## config.mk

```make
export PLATFORM = sky130hd
export DESIGN_NAME = act_interp_pipe
export DESIGN_NICKNAME = d
export VERILOG_FILES = /design/src/rtl/act_pkg.sv /design/src/rtl/act_interp_lane.sv /design/src/rtl/act_interp_pipe.sv
export SDC_FILE = /design/constraint.sdc
export NUM_CORES = 1
export LEC_CHECK = 0
export CORE_AREA = 2 2 95 97
export CTS_CLUSTER_DIAMETER = 30
export DETAILED_ROUTE_END_ITERATION = 7
export DIE_AREA = 0 0 97 99
export PLACE_DENSITY = 0.39
export SLEW_MARGIN = 20
export SYNTH_ARGS = -nofsm -noshare
export SYNTH_HDL_FRONTEND = slang
export SYNTH_SLANG_ARGS = --single-unit
```

## constraint.sdc

```tcl
create_clock -name clk -period 10.1 [get_ports clk]
set_clock_uncertainty 0.15 [all_clocks]
set_input_delay 2.02 -clock clk [delete_from_list [all_inputs] [get_ports clk]]
set_output_delay 2.02 -clock clk [all_outputs]
set_load 0.05 [all_outputs]
```

## src/rtl/act_pkg.sv

```systemverilog
// act_pkg: shared constants and helpers for the activation interpolation pipe.
// Holds the default ReLU-shaped LUT image and a scalar interpolation reference.
package act_pkg;

   localparam int ACT_DATA_W = 8;
   localparam int ACT_ADDR_W = 4;

   // Entry 0 at bit 0; entries 0..8 are zero, entry k>8 is (k-8)*16
   localparam logic [16*8-1:0] ACT_LUT_INIT = {
      8'd112, 8'd96, 8'd80, 8'd64,
      8'd48, 8'd32, 8'd16, {9{8'd0}}
   };

   function automatic int act_lut_init(
      input int k,
      input int data_w,
      input int addr_w
   );
      int mid;
      mid = 1 << (addr_w - 1);
      if (k <= mid)
         return 0;
      return (k - mid) << (data_w - addr_w);
   endfunction

   function automatic int act_interp(
      input int base,
      input int nxt,
      input int rem,
      input int frac_w
   );
      int prod;
      prod = (nxt - base) * rem;
      return base + (prod >>> frac_w);
   endfunction

endpackage

```

## src/rtl/act_interp_lane.sv

```systemverilog
// act_interp_lane: combinational LUT address split and base/next fetch.
// Offset-binary index keeps the table monotonic in z; no wrap at the top.
module act_interp_lane
   import act_pkg::*;
#(
   parameter int DATA_W = 8,
   parameter int ADDR_W = 4
) (
   input  logic [DATA_W-1:0]               z,
   input  logic [(2**ADDR_W)*DATA_W-1:0]   lut,
   output logic [DATA_W-1:0]               base,
   output logic [DATA_W-1:0]               nxt,
   output logic [DATA_W-ADDR_W-1:0]        rem
);

   localparam int FRAC_W = DATA_W - ADDR_W;

   logic [ADDR_W-1:0] idx;
   logic [ADDR_W-1:0] idx_n;
   logic              last;

   assign idx   = z[DATA_W-1:FRAC_W] ^ (ADDR_W'(1) << (ADDR_W - 1));
   assign idx_n = idx + ADDR_W'(1);
   assign last  = &idx;
   assign rem   = z[FRAC_W-1:0];

   assign base = lut[idx*DATA_W +: DATA_W];
   assign nxt  = last ? base : lut[idx_n*DATA_W +: DATA_W];

endmodule

```

## src/rtl/act_interp_pipe.sv

```systemverilog
// act_interp_pipe: 3-stage elastic piecewise-linear activation over LANES.
// Define ACT_LUT_WRITE_EN for a run-time writable LUT; else it is constant.
module act_interp_pipe
   import act_pkg::*;
#(
   parameter int DATA_W = 8,
   parameter int ADDR_W = 4,
   parameter int LANES  = 1
) (
   input  logic                    clk,
   input  logic                    rst_n,
   input  logic                    in_valid,
   output logic                    in_ready,
   input  logic [LANES*DATA_W-1:0] in_z,
   output logic                    out_valid,
   input  logic                    out_ready,
   output logic [LANES*DATA_W-1:0] out_a,
   input  logic                    lut_we,
   input  logic [ADDR_W-1:0]       lut_addr,
   input  logic [DATA_W-1:0]       lut_data
);

   localparam int FRAC_W = DATA_W - ADDR_W;
   localparam int DEPTH  = 2 ** ADDR_W;
   localparam int PROD_W = DATA_W + FRAC_W + 2;

   logic [DEPTH*DATA_W-1:0] lut_flat;

`ifdef ACT_LUT_WRITE_EN
   logic [DATA_W-1:0] lut_q [DEPTH];

   always_ff @(posedge clk or negedge rst_n) begin
      if (!rst_n) begin
         for (int k = 0; k < DEPTH; k++)
            lut_q[k] <= DATA_W'(act_lut_init(k, DATA_W, ADDR_W));
      end else if (lut_we) begin
         lut_q[lut_addr] <= lut_data;
      end
   end

   always_comb begin
      lut_flat = '0;
      for (int k = 0; k < DEPTH; k++)
         lut_flat[k*DATA_W +: DATA_W] = lut_q[k];
   end
`else
   for (genvar k = 0; k < DEPTH; k++) begin : g_rom
      assign lut_flat[k*DATA_W +: DATA_W] =
         DATA_W'(act_lut_init(k, DATA_W, ADDR_W));
   end

   logic unused_lut;
   assign unused_lut = ^{lut_we, lut_addr, lut_data};
`endif

   logic adv1, adv2, adv3;
   logic s1_valid, s2_valid, s3_valid;

   logic [LANES-1:0][DATA_W-1:0] base_c, next_c;
   logic [LANES-1:0][FRAC_W-1:0] rem_c;
   logic [LANES-1:0][DATA_W-1:0] s1_base, s1_next;
   logic [LANES-1:0][FRAC_W-1:0] s1_rem;
   logic [LANES-1:0][PROD_W-1:0] prod_c, s2_prod;
   logic [LANES-1:0][DATA_W-1:0] s2_base;
   logic [LANES-1:0][DATA_W-1:0] a_c, s3_a;

   // Elastic chain: a stage moves when empty or when its consumer moves
   assign adv3     = !s3_valid || out_ready;
   assign adv2     = !s2_valid || adv3;
   assign adv1     = !s1_valid || adv2;
   assign in_ready = adv1;

   for (genvar l = 0; l < LANES; l++) begin : g_lane
      logic signed [DATA_W:0]   diff;
      logic signed [PROD_W-1:0] diff_x;
      logic signed [PROD_W-1:0] rem_x;

      act_interp_lane #(
         .DATA_W (DATA_W),
         .ADDR_W (ADDR_W)
      ) u_lane (
         .z    (in_z[l*DATA_W +: DATA_W]),
         .lut  (lut_flat),
         .base (base_c[l]),
         .nxt  (next_c[l]),
         .rem  (rem_c[l])
      );

      assign diff = $signed({s1_next[l][DATA_W-1], s1_next[l]})
                  - $signed({s1_base[l][DATA_W-1], s1_base[l]});
      assign diff_x    = PROD_W'(diff);
      assign rem_x     = PROD_W'(s1_rem[l]);
      assign prod_c[l] = diff_x * rem_x;

      // Result lies between base and next, so truncation is exact
      assign a_c[l] = DATA_W'($signed(s2_base[l])
                    + ($signed(s2_prod[l]) >>> FRAC_W));

      assign out_a[l*DATA_W +: DATA_W] = s3_a[l];
   end

   always_ff @(posedge clk or negedge rst_n) begin
      if (!rst_n) begin
         s1_valid <= 1'b0;
         s1_base  <= '0;
         s1_next  <= '0;
         s1_rem   <= '0;
      end else if (adv1) begin
         s1_valid <= in_valid;
         s1_base  <= base_c;
         s1_next  <= next_c;
         s1_rem   <= rem_c;
      end
   end

   always_ff @(posedge clk or negedge rst_n) begin
      if (!rst_n) begin
         s2_valid <= 1'b0;
         s2_prod  <= '0;
         s2_base  <= '0;
      end else if (adv2) begin
         s2_valid <= s1_valid;
         s2_prod  <= prod_c;
         s2_base  <= s1_base;
      end
   end

   always_ff @(posedge clk or negedge rst_n) begin
      if (!rst_n) begin
         s3_valid <= 1'b0;
         s3_a     <= '0;
      end else if (adv3) begin
         s3_valid <= s2_valid;
         s3_a     <= a_c;
      end
   end

   assign out_valid = s3_valid;

endmodule

```

==> flow_metrics.py, run 1 <==
metrics = {
    "run_status": {
        "status": "finished, final reports clean",
    },
    "placed_design": {
        "place_congestion": 0.7068,
        "port_buffers": 21,
        "dp.cells": 340,
        "hpwl_um": 3185,
    },
    "finish": {
        "nNetsFinal": 294,
        "most-common-layout-cells": "35 x nand2_1, 32 x dfrtp_1, 23 x inv_1",
        "antenna_cells": 0,
        "area_growth_pct": 21.14,
        "fill_cells": 916,
        "drive_gt1_share_pct": 6.250,
        "fin_cells": 348,
        "layout_commonest_cell": "nand2_1",
    },
    "logic_synthesis": {
        "ys.flop_type": "dfrtp_1",
        "yosys.area_share.adder_pct": 21.33,
        "synth_xor_area_share_pct": 5.060,
        "postSynthCellCount": 215,
        "synth_top_family_by_area": "adder cells",
        "syn_nets": 270,
        "syn_avg_cell_area_um2": 9.660,
        "ys_ff_latch": 32,
        "synth-compound-area-share_pct": 11.27,
        "synthSimpleGateAreaFrac_pct": 16.45,
        "syn-cell-area_mm2": 0.002077,
        "synth_seq_area_share_pct": 38.55,
        "ys.warnings.count": 0,
        "synth.distinct_cells": 32,
        "synthArstFlopShare_pct": 100.0,
        "synth_edf_count": 0,
        "synth.area.mux_share_pct": 2.169,
    },
    "setup_path": {
        "crit_path_max_fanout": 18,
        "start_kind": "input pin",
        "cp_slowest_stage_delay_ps": 840,
        "critPathArrivalTime_ps": 4680,
        "path_common_cell": "clkdlybuf4s50_1",
        "required_ps": 7930,
        "path_cells": "clkdlybuf4s50_1 > nor2b_1 > and2_1 > nand2_1 > clkdlybuf4s50_1",
        "crit_path_start": "out_ready",
        "cp-end-kind": "output port",
        "crit_type": "input pin to output port",
        "slowest_stage": "clkdlybuf4s50_1",
        "r2r_start": "s1_base[4]",
    },
    "timing": {
        "hold_viol_final": 0,
        "post-route-min-period_ps": 6845,
        "setup_viol": 0,
        "finalCritPeriodShare_pct": 67.78,
        "slew_headroom_pct": 58.03,
        "rsz0062_at_grt": "no",
        "fin_tns_setup_ps": 0,
        "maxSlewViolCount": 0,
        "fmax_mhz": 146.1,
        "worst_slew_pin_slew_ps": 628.2,
    },
    "clock_network": {
        "clockRootBuffer": "clkbuf_8",
        "path_clk_slew_ps": 70,
        "cts.repair.resized": 0,
        "cts_setup_buffers": 0,
        "cts_tree": "yes",
        "clock-sinks": 32,
        "clock_tree.buffer_depth": 2,
        "htree_levels": 2,
        "cts_buffers": 5,
        "insertion_delay_ps": 280,
        "cts.hold.buffers_added": 0,
    },
    "die": {
        "start_util_pct": 24.29,
        "die_w_um": 97,
        "core_mm2": 0.008551,
        "row_count": 34,
        "pin_count": 35,
        "die_area_mm2": 0.009603,
        "die_h_um": 99,
    },
    "route": {
        "wl_per_cell_um": 11.82,
        "drt_wl_total_um": 4112,
        "ant_nets": 0,
        "viasPerCell": 4.135,
        "drt_iter0_markers": 29,
        "firstDrtPassIters": 4,
        "drc_errors": 0,
        "num_vias": 1439,
    },
    "hold_path": {
        "hold_class": "flop to flop",
        "min_from": "out_a[3]",
    },
    "global_route": {
        "grt_pass1_wl_um": 7265,
        "grt_usage_pct": 9.375,
        "grt_overflow_total": 0,
        "antenna_found_initial": 0,
        "grt_max_degree": 33,
        "first_global_vias": 1527,
    },
    "flow_run": {
        "drv_cap": 0,
    },
    "power": {
        "power_density_mw_per_mm2": 259.9,
        "peakVddDrop_v": 0.00005363,
        "leakage_nw": 1.197,
    },
}
registers in the layout (all words and copies together) (netlist names):
| name | count |
|---|---|
| out_a | 8 |
| s1_rem | 4 |
| s2_prod | 8 |
| s1_base | 3 |
| out_valid | 1 |
| s2_valid | 1 |
| s1_valid | 1 |
| s1_next | 3 |
| s2_base | 3 |
where the power goes:
part	total [W]	internal (W)	switching, W
combinational	0.000348	0.000145	0.000203
clock	0.000121	0.0000732	0.0000475
sequential	0.000185	0.000165	0.0000206
cell usage after synthesis, types with 2 or more instances:
cell type  count  share of area [%]
inv_1         23                4.2
nand2_1       35                6.3
ha_1          21                 13
nor2b_1        4                1.2
xor2_1         7                3.0
a211oi_1       2               0.72
clkbuf_1       3               0.54
dfrtp_1       32                 39
and2_1        12                3.6
nand3_1        3               0.72
a21o_1         3                1.1
nor2_1         7                1.3
o22ai_1        2               0.60
xnor2_1        5                2.1
buf_2          2               0.48
fa_1           9                8.7
o21a_1         2               0.72
nand2b_1       5                1.5
o21ai_0       12                2.9
mux2_2         4                2.2
a21oi_1       11                2.7
path summary, 6_finish.rpt:
kind	end	slack (ps)	depth (start not counted)
max	in_ready	3250	5
min reg2reg	out_a[3]	310	2
min	out_a[3]	310	2
max reg2reg	s2_prod[11]	5910	17
min in group asynchronous	out_a[3]	1990	2
max in group asynchronous	s1_base[4]	7490	2
cell families after synthesis:
family / after synthesis
flops: 32
fa+ha+maj: 30
buf+inv: 28
mux: 4
simple gates: 71
xor+xnor: 12
compound gates: 38
worst max-delay path, delay by kind of cell:
family,cells,cell delay [ps]
buf+inv,2,1250
simple gates,3,1400
layer usage:
layer	vias up	global-route usage [%]	wire [um]
met5	-	0	0
met2	25	14.53	1820
met3	4	3.050	165
met1	658	12.48	2080
li1	752	-	-
met4	0	2.925	45
metrics by stage:
step                total power [W]  util [%]  hold slack, ps  area (um2)  setup WS [ps]
floorplan                 0.0004467         -           284.6        2077           5000
global placement          0.0005430     28.17           302.6        2409           3127
detailed placement        0.0005447     28.17           306.0        2409           3175
CTS                       0.0006694     29.43           323.1        2516           3162
global route              0.0007227     29.43           347.8        2516           3001
finish                    0.0006540     29.43           313.4        2516           3255
layout make-up:
cell class	count	area, um2	share of cell area, %
multi-input combinational	155	1169	46.44
timing repair buffer	22	217.7	8.652
sequential	32	800.8	31.83
clock inverter	2	35.03	1.392
clock buffer	6	72.57	2.884
tap	108	135.1	5.370
inverter	23	86.33	3.431
(Power assumes the default switching activity.)
==> run 2, diff against run 1 <==
Clock period 10.1 ns to 6.7 ns, I/O delays scaled along.
==> run 2 against run 1 <==
Compared with the run above: total power increased by 51%; first-iteration DRC count decreased by 31%; combinational power increased by 51%.
==> flow_metrics.py, run 2 (synthesized netlist as in run 1, its figures left out) <==
metrics = {
    "finish": {
        "antenna_cells": 0,
        "final_cell_area_mm2": 0.002524,
        "area_growth_pct": 21.51,
        "nNetsFinal": 295,
        "layout_commonest_cell": "nand2_1",
        "drive_gt1_share_pct": 6.639,
        "most-common-layout-cells": "35 x nand2_1, 32 x dfrtp_1, 23 x inv_1",
        "fill_cells": 915,
    },
    "placed_design": {
        "port_buffers": 21,
        "place_congestion": 0.7052,
        "placed_area_mm2": 0.002416,
        "hpwl_um": 3179,
    },
    "timing": {
        "holdWs_ps": 319.7,
        "setup_viol": 0,
        "fin_tns_setup_ps": 0,
        "rsz0062_at_grt": "no",
        "maxSlewViolCount": 0,
        "finalCritPeriodShare_pct": 78.06,
        "fmax_mhz": 191.2,
        "hold_viol_final": 0,
        "worst_slew_pin_slew_ps": 622.7,
        "slew_headroom_pct": 58.38,
        "post-route-min-period_ps": 5230,
    },
    "die": {
        "die_w_um": 97,
        "start_util_pct": 24.29,
        "die_h_um": 99,
        "core_mm2": 0.008551,
        "pin_count": 35,
        "die_area_mm2": 0.009603,
        "row_count": 34,
    },
    "setup_path": {
        "path_buf_inv": 3,
        "cp-end-kind": "output port",
        "cp_top_family": "buffers and inverters",
        "path_cells": "clkdlybuf4s50_1 > nor2b_1 > buf_4 > and2_1 > nand2_1 > clkdlybuf4s50_1",
        "path_common_cell": "clkdlybuf4s50_1",
        "required_ps": 5210,
        "start_kind": "input pin",
        "path_depth": 6,
        "cp_slowest_stage_delay_ps": 920,
        "crit_type": "input pin to output port",
        "crit_path_max_fanout": 18,
        "critPathArrivalTime_ps": 3740,
        "rr_worst_depth": 17,
        "slowest_stage": "clkdlybuf4s50_1",
    },
    "route": {
        "ant_nets": 0,
        "num_vias": 1475,
        "drt_iter0_markers": 20,
        "wl_per_cell_um": 11.83,
        "viasPerCell": 4.226,
        "firstDrtPassIters": 4,
        "drt_wl_total_um": 4127,
        "drc_errors": 0,
    },
    "clock_network": {
        "clock_tree.buffer_depth": 2,
        "cts_buffers": 5,
        "cts_setup_buffers": 0,
        "htree_levels": 2,
        "path_clk_slew_ps": 70,
        "cts.hold.buffers_added": 0,
        "insertion_delay_ps": 280,
        "clock-sinks": 32,
        "cts_tree": "yes",
        "cts.repair.resized": 0,
        "clockRootBuffer": "clkbuf_8",
    },
    "power": {
        "power_density_mw_per_mm2": 391.1,
        "leakage_nw": 1.202,
        "peakVddDrop_v": 0.0001032,
    },
    "global_route": {
        "grt_usage_pct": 9.760,
        "grt_max_degree": 33,
        "grt_overflow_total": 0,
        "antenna_found_initial": 0,
        "first_global_vias": 1547,
        "grt_pass1_wl_um": 7562,
    },
    "run_status": {
        "status": "finished, final reports clean",
    },
    "flow_run": {
        "drv_cap": 0,
    },
    "hold_path": {
        "hold_depth": 2,
        "hold_class": "flop to flop",
    },
}
## run 2: cell types whose count changed in the layout (fill, tap and decap cells not counted), sizes merged
cell,change
buf,+1
## run 2: area by class of cell
| class | count | area (um2) | area share, % |
|---|---|---|---|
| clock buffer | 6 | 72.57 | 2.876 |
| clock inverter | 2 | 35.03 | 1.388 |
| inverter | 23 | 86.33 | 3.421 |
| multi-input combinational | 155 | 1169 | 46.31 |
| sequential | 32 | 800.8 | 31.73 |
| tap | 108 | 135.1 | 5.355 |
| timing repair buffer | 23 | 225.2 | 8.924 |
## run 2: power by group
part	leakage, nW	internal (W)	switching, W
combinational	0.759	0.000219	0.000306
clock	0.0552	0.000110	0.0000727
sequential	0.388	0.000248	0.0000306
total	1.20	0.000578	0.000409
## run 2: final timing paths
path                            start     endpoint  slack, ps
setup reg to reg           s1_base[4]  s2_prod[11]       2500
setup / recovery            out_ready     in_ready       1470
hold / removal               out_a[0]     out_a[0]        320
min in group asynchronous       rst_n     out_a[3]       1310
max in group asynchronous       rst_n   s2_prod[4]       4770
hold reg to reg              out_a[0]     out_a[0]        320
## run 2: worst register-to-register path: stages (launching register included)
cell and delay [ps]:
dfrtp_1 350, inv_1 80, ha_1 360, o21a_1 210, nor2_1 110, xnor2_1 210, and2_1 180, ha_1 240
fa_1 500, inv_1 50, fa_1 490, inv_1 40, ha_1 310, o21ai_0 120, o21bai_1 150, a21oi_1 100
or3_1 310, a31oi_1 160
## run 2: routing by layer
metal  global-route usage [%]  vias up  wire (um)
met2                    15.33       26       1860
met1                    12.95      683       2037
met5                        0        -          0
li1                         -      759          -
met4                    3.250        0         59
met3                    2.837        7        170
## run 2: stage by stage
stage / power, W / utilization [%] / setup slack (ps) / cells
after CTS: 0.001014 / 29.51 / 1446 / 349
after floorplan: 0.0006733 / - / 2820 / 215
after global placement: 0.0008193 / 28.26 / 1425 / 341
final: 0.0009871 / 29.51 / 1470 / 349
after detailed placement: 0.0008201 / 28.26 / 1468 / 341
after global routing: 0.001098 / 29.51 / 1262 / 349
